<file path="src/rtl/logic_sched.sv">
// Round-robin scheduler sharing one logic unit among 4 requesters (LOGIC_SCHED_FIXED_PRIO_EN selects fixed priority).
// Latency: grant in cycle N, rsp_valid in N+2; back-to-back grants are spaced 3 cycles apart.
// Backpressure: the response is held stable in RESP until rsp_ready; no new grant is issued meanwhile.

module logic_sched_lu #(
    parameter int WIDTH = 32
) (
    input  logic [WIDTH-1:0] a,
    input  logic [WIDTH-1:0] b,
    input  logic [2:0]       op,
    output logic [WIDTH-1:0] y,
    output logic [4:0]       flags
);
    always_comb begin
        y = '0;
        case (op)
            3'b000:  y = a & b;
            3'b001:  y = a | b;
            3'b010:  y = ~(a | b);
            3'b100:  y = ~a;
            3'b101:  y = ~b;
            3'b110:  y = a ^ b;
            3'b111:  y = ~(a ^ b);
            default: y = '0;  // 3'b011 is a legal no-op returning zero
        endcase
    end

    assign flags = {a == '0, b == '0, a == b, a > b, a < b};
endmodule

module logic_sched #(
    parameter int WIDTH = 32
) (
    input  logic               clk,
    input  logic               rst,
    input  logic [3:0]         req_valid,
    output logic [3:0]         req_ready,
    input  logic [4*WIDTH-1:0] req_a,
    input  logic [4*WIDTH-1:0] req_b,
    input  logic [11:0]        req_op,
    output logic               rsp_valid,
    input  logic               rsp_ready,
    output logic [1:0]         rsp_id,
    output logic [WIDTH-1:0]   rsp_data,
    output logic [4:0]         rsp_flags,
    output logic               busy,
    output logic [15:0]        op_count
);
    typedef enum logic [1:0] {IDLE, EXEC, RESP} state_t;

    state_t           state;
    logic [WIDTH-1:0] lat_a;
    logic [WIDTH-1:0] lat_b;
    logic [2:0]       lat_op;
    logic [1:0]       lat_id;
    logic [1:0]       gnt_idx;
    logic [WIDTH-1:0] lu_y;
    logic [4:0]       lu_flags;

`ifdef LOGIC_SCHED_FIXED_PRIO_EN
    always_comb begin
        gnt_idx = '0;
        for (int k = 3; k >= 0; k--) begin
            if (req_valid[k]) gnt_idx = 2'(k);
        end
    end
`else
    logic [1:0] ptr;
    logic [1:0] cand;

    // Walk from lowest to highest priority so the last hit (closest to ptr) wins.
    always_comb begin
        gnt_idx = '0;
        cand    = '0;
        for (int k = 3; k >= 0; k--) begin
            cand = ptr + 2'(k);
            if (req_valid[cand]) gnt_idx = cand;
        end
    end
`endif

    assign req_ready = (state == IDLE && !rst && |req_valid) ? (4'b0001 << gnt_idx) : 4'b0000;
    assign busy      = (state != IDLE);

    logic_sched_lu #(.WIDTH(WIDTH)) u_lu (
        .a     (lat_a),
        .b     (lat_b),
        .op    (lat_op),
        .y     (lu_y),
        .flags (lu_flags)
    );

    always_ff @(posedge clk) begin
        if (rst) begin
            state     <= IDLE;
            rsp_valid <= 1'b0;
            rsp_id    <= '0;
            rsp_data  <= '0;
            rsp_flags <= '0;
            op_count  <= '0;
            lat_a     <= '0;
            lat_b     <= '0;
            lat_op    <= '0;
            lat_id    <= '0;
`ifndef LOGIC_SCHED_FIXED_PRIO_EN
            ptr       <= '0;
`endif
        end else begin
            case (state)
                IDLE: begin
                    if (|req_valid) begin
                        lat_a  <= req_a[gnt_idx*WIDTH +: WIDTH];
                        lat_b  <= req_b[gnt_idx*WIDTH +: WIDTH];
                        lat_op <= req_op[gnt_idx*3 +: 3];
                        lat_id <= gnt_idx;
`ifndef LOGIC_SCHED_FIXED_PRIO_EN
                        ptr    <= gnt_idx + 2'd1;
`endif
                        state  <= EXEC;
                    end
                end
                EXEC: begin
                    rsp_data  <= lu_y;
                    rsp_flags <= lu_flags;
                    rsp_id    <= lat_id;
                    rsp_valid <= 1'b1;
                    state     <= RESP;
                end
                RESP: begin
                    if (rsp_ready) begin
                        rsp_valid <= 1'b0;
                        state     <= IDLE;
                        if (op_count != 16'hFFFF) op_count <= op_count + 16'd1;
                    end
                end
                default: state <= IDLE;
            endcase
        end
    end
endmodule
</file>
<file path="config.mk">
export PLATFORM = sky130hd
export DESIGN_NAME = logic_sched
export DESIGN_NICKNAME = d
export VERILOG_FILES = /design/src/rtl/logic_sched.sv
export SDC_FILE = /design/constraint.sdc
export NUM_CORES = 1
export LEC_CHECK = 0
export ABC_AREA = 0
export CAP_MARGIN = 5
export CORE_MARGIN = 8
export CORE_UTILIZATION = 37
export DETAILED_ROUTE_END_ITERATION = 12
export PLACE_DENSITY = 0.67
export SLEW_MARGIN = 5
export SYNTH_ARGS = -nofsm -noshare
export SYNTH_HDL_FRONTEND = slang
export SYNTH_SLANG_ARGS = --single-unit
</file>
<file path="constraint.sdc">
create_clock -name clk -period 4.2 [get_ports clk]
set_input_delay 0.42 -clock clk [delete_from_list [all_inputs] [get_ports clk]]
set_output_delay 0.42 -clock clk [all_outputs]
set_load 0.01 [all_outputs]
</file>
==> impl_results.md, run 1 <==
- First-pass GRT wire length: 58460 um
- Layout cells sized above 1: 5.325%
- Setup CP Type: reg -> out
- Core Rows: 60
- Syn Area/Cell: 8.094 um2
- Maximum operating frequency: 320.4 MHz
- Syn Inst Count: 1223
- Crit Path Max Fanout: 18
- Status: finished, final reports clean
- Fin cells: 1862
- Period minus WS final: 3121 ps
- Initial DRC count: 757
- Syn nets: 1599
- Peak VDD IR: 318.7 uV
- Nets: 1884
- Fin. Hold Viols: 0
- Max-cap violations: 0
- Ys Warns: 0
- Routed WL per cell: 20.30 um
- EDFF count, synth: 0
- Period utilisation layout: 74.31%
- Actual slew at the worst max-slew pin: 1195 ps
- Routed WL: 37800 um
- Drt first pass iters: 5
- Number of synthesized register bits: 129
- Area added between synthesis and finish: 42.52%
- Input/output buffers: 335
- WP data required: 3780 ps
- Worst skew pair latency: 430 ps
- DR vias: 10410
- TNS Setup: 0 ps
- Gates resized, CTS repair: 0
- Core ar.: 26580 um2
- Max Slew Vio Count: 0
- Die extent in x: 179.6 um
- Cell variety after synth: 53
- CTS tree: yes
- Area share of the largest cell type after synthesis: 26.09%
- Post-CTS setup buffers: 0
- Drt drc: 0
- GPL Wtd Cong: 0.8840
- Critical path endpoint category: primary output
- Setup violators final: 0
- Leak: 5.715 nW
- CP startpoint kind: flop
- Pin count of the biggest net entering global routing: 90
- Pwr dens: 398.4 nW/um2
- Io pins: 336
- Slew margin rel.: 20.17%
- Post-synth top area cell: dfxtp_1
- Inst Count DP: 1830
- CTS root buf: clkbuf_16
- Final hold slack: 460.8 ps
- Number of global-route vias before repair: 10470
- Num CTS Buffers: 17
- GRT overflow: 0
- Layout Skew: 30.96 ps
- Worst min path class: reg -> reg
- CTS Hold Bufs: 0
- HPWL Detailed: 29590 um
- Fillers: 2540
- RSZ-0062 raised after global routing: false
- # diodes: 0
- GRT Util Overall: 22.56%
- Top cells by area, synth: dfxtp_1, mux2i_1, ha_1, nand2_1, a32o_1
- Routed Antenna Nets: 0
- Vias per cell: 5.590
- Initial antenna violation count: 0
- CTS clk-pin slew, worst paths: 70 ps
- Syn Std Cell Area: 9899 um2
- Initial Util: 37.25%
- Post-synthesis sequential area ratio: 26.09%
- Dominant synthesized flop cell: dfxtp_1
- Ys async rst share: 0%
- Clock buffer depth: 2
- Sink Count: 129
- Arrival time worst endpoint: 2700 ps
- Die Height: 179.6 um
- H-tree depth: 4
- Die Area: 32250 um2
==> cells in the mapped netlist, types with 11 or more instances <==
library cell and n:
a211o_1 14, a21oi_1 54, a22oi_1 49, a2bb2oi_1 13, a32o_1 53, a32oi_1 13
buf_1 15, buf_2 19, clkbuf_1 52, dfxtp_1 129, ha_1 101, inv_1 79
mux2_2 18, mux2i_1 127, nand2_1 225, nand2b_1 14, nand4_1 11, nor2_1 66
nor4_1 23, o2111ai_1 17, o21ai_0 17, o22ai_1 32
==> cell type report <==
cell class              instances  area (um2)  area share, %
repair buffers                353        3496          24.78
flip-flops and latches        129        2584          18.31
well taps                     341       426.7          3.024
clock inverters                14       166.4          1.180
inverters                      82       312.8          2.217
clock buffers                  18       439.2          3.113
multi-input cells             925        6684          47.38
==> registers in the layout, summed over array words and instances (netlist names) <==
signal	cells
lat_op	3
lat_id	2
rsp_id	2
ptr	2
rsp_valid	1
op_count	16
lat_a	32
rsp_flags	5
rsp_data	32
lat_b	32
state	2
==> cell families (layout without fill, tap and decap cells) <==
| family | Yosys count | in the layout | share of synthesized area, % |
|---|---|---|---|
| adder cells (fa/ha/maj) | 101 | 101 | 12.77 |
| XOR/XNOR | 13 | 13 | 1.150 |
| flip-flops | 129 | 129 | 26.09 |
| multiplexers | 145 | 145 | 14.89 |
| AO/OA/AOI/OAI | 284 | 284 | 21.59 |
| AND/OR/NAND/NOR | 382 | 382 | 16.84 |
| buffers and inverters | 169 | 467 | 6.686 |
==> placed cells by master, fill, tap and decap left out, types with 3 or more instances in the layout <==
master | synthesis | routed
clkdlybuf4s50_1 | 0 | 334
nand2_1 | 225 | 225
dfxtp_1 | 129 | 128
mux2i_1 | 127 | 127
ha_1 | 101 | 101
inv_1 | 79 | 79
nor2_1 | 66 | 65
a21oi_1 | 54 | 54
a32o_1 | 53 | 53
a22oi_1 | 49 | 49
o22ai_1 | 32 | 32
nor4_1 | 23 | 23
mux2_2 | 18 | 18
o2111ai_1 | 17 | 17
o21ai_0 | 17 | 17
clkbuf_16 | 0 | 17
buf_4 | 1 | 17
nand2b_1 | 14 | 14
a211o_1 | 14 | 14
a2bb2oi_1 | 13 | 13
a32oi_1 | 13 | 13
nand4_1 | 11 | 11
xor2_1 | 9 | 9
inv_6 | 0 | 7
nor3_1 | 10 | 7
and2_1 | 5 | 5
nor2b_1 | 5 | 5
nand3_1 | 5 | 5
nor3b_1 | 4 | 4
and4_1 | 4 | 4
o31ai_1 | 4 | 4
o311ai_0 | 4 | 4
xnor2_1 | 4 | 4
clkinv_4 | 0 | 4
nor3_2 | 0 | 3
a211oi_1 | 3 | 3
==> where the power goes <==
part / total (W) / leakage (nW) / internal [W] / switching [W]
clock: 0.00153 / 0.295 / 0.000909 / 0.000621
sequential: 0.00170 / 1.06 / 0.00140 / 0.000302
combinational: 0.00239 / 4.36 / 0.00113 / 0.00127
total: 0.00562 / 5.71 / 0.00343 / 0.00219
==> per-layer routing <==
metal	routed length [um]	track usage, %	part of all wire (%)
met4	1226	8.236	3.2
met3	3371	6.694	8.9
met5	0	0	0
met2	17390	36.98	46
met1	15820	27.63	42
==> final timing paths <==
check | endpoint | slack [ps] | startpoint | depth (start not counted)
max | req_ready[0] | 1080 | ptr[1]$_SDFFE_PP0P_ | 7
max reg2reg | rsp_data[20]$_SDFFE_PP0P_ | 1360 | lat_op[2]$_SDFFE_PP0P_ | 5
min | rsp_id[1]$_SDFFE_PP0P_ | 460 | lat_id[1]$_SDFFE_PP0P_ | 2
min reg2reg | rsp_id[1]$_SDFFE_PP0P_ | 460 | lat_id[1]$_SDFFE_PP0P_ | 2
==> through the flow <==
stage | setup WS [ps] | utilization (%) | cell area (um2) | power, W
floorplan | 1921 | - | 9899 | 0.003160
global placement | 1130 | 50.81 | 13500 | 0.004029
detailed placement | 1115 | 50.81 | 13500 | 0.004084
CTS | 1061 | 53.09 | 14110 | 0.005638
global route | 847.7 | 53.09 | 14110 | 0.005971
finish | 1079 | 53.09 | 14110 | 0.005621
==> worst max-delay path: stages (launching register included) <==
cell,delay (ps)
dfxtp_1,460
mux2i_1,230
nor2_1,70
nor3_2,410
inv_2,250
ha_1,260
and2_1,130
clkdlybuf4s50_1,480
Note: power is estimated with default switching activity, not from simulation.
==> inputs of run 2 (changes only) <==
--- a/config.mk
+++ b/config.mk
@@ -10,7 +10,7 @@
 export CORE_MARGIN = 8
 export CORE_UTILIZATION = 37
 export DETAILED_ROUTE_END_ITERATION = 12
-export PLACE_DENSITY = 0.67
+export PLACE_DENSITY = 0.7
 export SLEW_MARGIN = 5
 export SYNTH_ARGS = -nofsm -noshare
 export SYNTH_HDL_FRONTEND = slang
==> constraint.sdc (replaced) <==
create_clock -name clk -period 2.6 [get_ports clk]
set_input_delay 0.26 -clock clk [delete_from_list [all_inputs] [get_ports clk]]
set_output_delay 0.26 -clock clk [all_outputs]
set_load 0.01 [all_outputs]
==> run 2 against run 1 <==
Via count increased by 3.7%. Worst setup slack worse by 1000 ps. Sequential share of layout area fell by 0.94 points. First-iteration DRC count up 8.7%. Combinational power is 93% higher. Clock power grew 67%. Final cell count rose by 4.8%. Utilization is 3.0 points higher. Sequential power grew 51%. Cell area grew 5.6%.
==> impl_results.md, run 2 (synthesis results as in run 1) <==
- FF-to-FF setup slack: 50 ps
- Fillers: 2489
- Net switching component of the power: 0.003744 W
- Initial DRC count: 823
- Critical R2R Capture: rsp_data[31]$_SDFFE_PP0P_
- Drt drc: 0
- Period utilisation layout: 97.97%
- CTS Hold Bufs: 0
- Arrival time worst endpoint: 2910 ps
- Layout Skew: 20.68 ps
- Core ar.: 26580 um2
- First-pass GRT wire length: 63510 um
- Pin count of the biggest net entering global routing: 82
- CTS tree: yes
- Maximum operating frequency: 392.6 MHz
- Routed WL: 40750 um
- Min-delay src: lat_id[1]$_SDFFE_PP0P_
- Io pins: 336
- Core Rows: 60
- Worst min path class: reg -> reg
- Initial Util: 37.25%
- Die Height: 179.6 um
- Max-cap violations: 0
- HPWL Detailed: 33140 um
- Input/output buffers: 335
- Routed Antenna Nets: 0
- Clock share of power: 26.3%
- CP delay by family, top: simple AND/OR/NAND/NOR gates
- Die Area: 32250 um2
- GPL Wtd Cong: 0.9558
- Drt first pass iters: 6
- Peak VDD IR: 491.6 uV
- R2R cell count: 6
- TNS Setup: 0 ps
- GRT overflow: 0
- H-tree depth: 4
- Worst hold path cell count: 2
- CP startpoint kind: flop
- Layout cells sized above 1: 10.62%
- Critical path endpoint category: flop
- Vias per cell: 5.530
- Status: finished, final reports clean
- R2r startpoint: lat_op[1]$_SDFFE_PP0P_
- Hold path endpoint: rsp_id[1]$_SDFFE_PP0P_
- Pwr dens: 654.5 nW/um2
- Clock buffer depth: 2
- Crit Path Max Fanout: 13
- Top flop regs: lat_a (32), lat_b (32), rsp_data (32)
- Num CTS Buffers: 17
- Slew margin rel.: 6.206%
- WP data required: 2960 ps
- CP max stage delay: 1140 ps
- Number of global-route vias before repair: 11100
- Leak: 6.224 nW
- Die extent in x: 179.6 um
- CTS root buf: clkbuf_16
- Most frequent cells in the layout: clkdlybuf4s50_1, nand2_1, mux2i_1, dfxtp_1, ha_1
- Period minus WS final: 2547 ps
- Sink Count: 129
- Net Sw Frac: 38.41%
- Fin. Hold Viols: 0
- GRT Util Overall: 24.61%
- Commonest non-fill, non-tap cell in the layout: clkdlybuf4s50_1
- Util after Layout: 56.05%
- Comb pwr share: 47.4%
- Area added between synthesis and finish: 50.47%
- Slowest cell on crit path: nor2b_1
- Setup violators final: 0
- Actual slew at the worst max-slew pin: 1404 ps
- Nets: 1973
- Setup CP Type: reg -> reg
- CTS clk-pin slew, worst paths: 60 ps
- DR vias: 10800
- Routed WL per cell: 20.88 um
- Initial antenna violation count: 2
- Worst skew pair latency: 440 ps
- Crit path cell chain: nor2b_1 > a32oi_1 > o21ai_0 > buf_4 > a22oi_1 > nor2_1
- Share of power burned in registers: 26.4%
- Max Slew Vio Count: 0
- WP buf/inv: 1
- Power Internal: 0.006004 W
[run 2: how the worst max path moves through the flow]
stage | start | endpoint | slack [ps] | cells after the start
after floorplan | ptr[1]$_SDFFE_PP0P_ | req_ready[1] | 480 | 7
after global placement | req_valid[0] | req_ready[0] | 60 | 8
after detailed placement | req_valid[0] | req_ready[0] | 60 | 8
after CTS | ptr[1]$_SDFFE_PP0P_ | req_ready[3] | 20 | 7
after global routing | req_valid[0] | req_ready[0] | -10 | 8
final | lat_op[1]$_SDFFE_PP0P_ | rsp_data[31]$_SDFFE_PP0P_ | 50 | 6
[run 2: repair_timing]
item | in CTS | in global routing
pin swaps | 0 | 1
setup buffers | 0 | 1
endpoints found under the setup margin | 3 | 4
gates resized for setup | 1 | 4
[run 2: per-layer routing]
metal  GRT usage [%]  routed length (um)
met1           30.72               17370
met2           40.32               18980
met3           6.835                3275
met4           8.203                1120
met5               0                   0
[run 2: power by group through the flow]
stage                     sequential [W]  clock (W)  combinational [W]
final                            0.00257    0.00256            0.00462
after global routing             0.00260    0.00268            0.00501
after CTS                        0.00256    0.00260            0.00455
after detailed placement         0.00260          0            0.00454
after global placement           0.00260          0            0.00446
after floorplan                  0.00256          0            0.00254
[run 2: cell type report]
cell class	instances	area (um2)	area share, %
Multi-Input combinational cell	925	6698	44.96
Timing Repair Buffer	442	4242	28.48
Sequential cell	129	2587	17.37
Tap cell	341	426.7	2.864
Inverter	82	312.8	2.100
Clock buffer	19	452.9	3.041
Clock inverter	13	173.9	1.168
Antenna cell	1	2.502	0.01680
[run 2: worst register-to-register path, stage by stage, from the launching register on]
cell     delay, ps
dfxtp_1        470
nor2b_1       1140
a32oi_1        230
o21ai_0        280
buf_4          200
a22oi_1         60
nor2_1          90
[run 2: stage by stage]
step | hold WS, ps | setup slack (ps) | std cells | instance area, um2 | total power [W]
floorplan | 431.2 | 480.8 | 1223 | 9899 | 0.005105
detailed placement | 451.3 | 60.09 | 1918 | 14240 | 0.007141
finish | 457.7 | 52.68 | 1952 | 14900 | 0.009749
global route | 493.8 | -13.33 | 1952 | 14900 | 0.01030
CTS | 457.4 | 24.47 | 1950 | 14870 | 0.009710
global placement | 457.6 | 61.80 | 1918 | 14240 | 0.007056
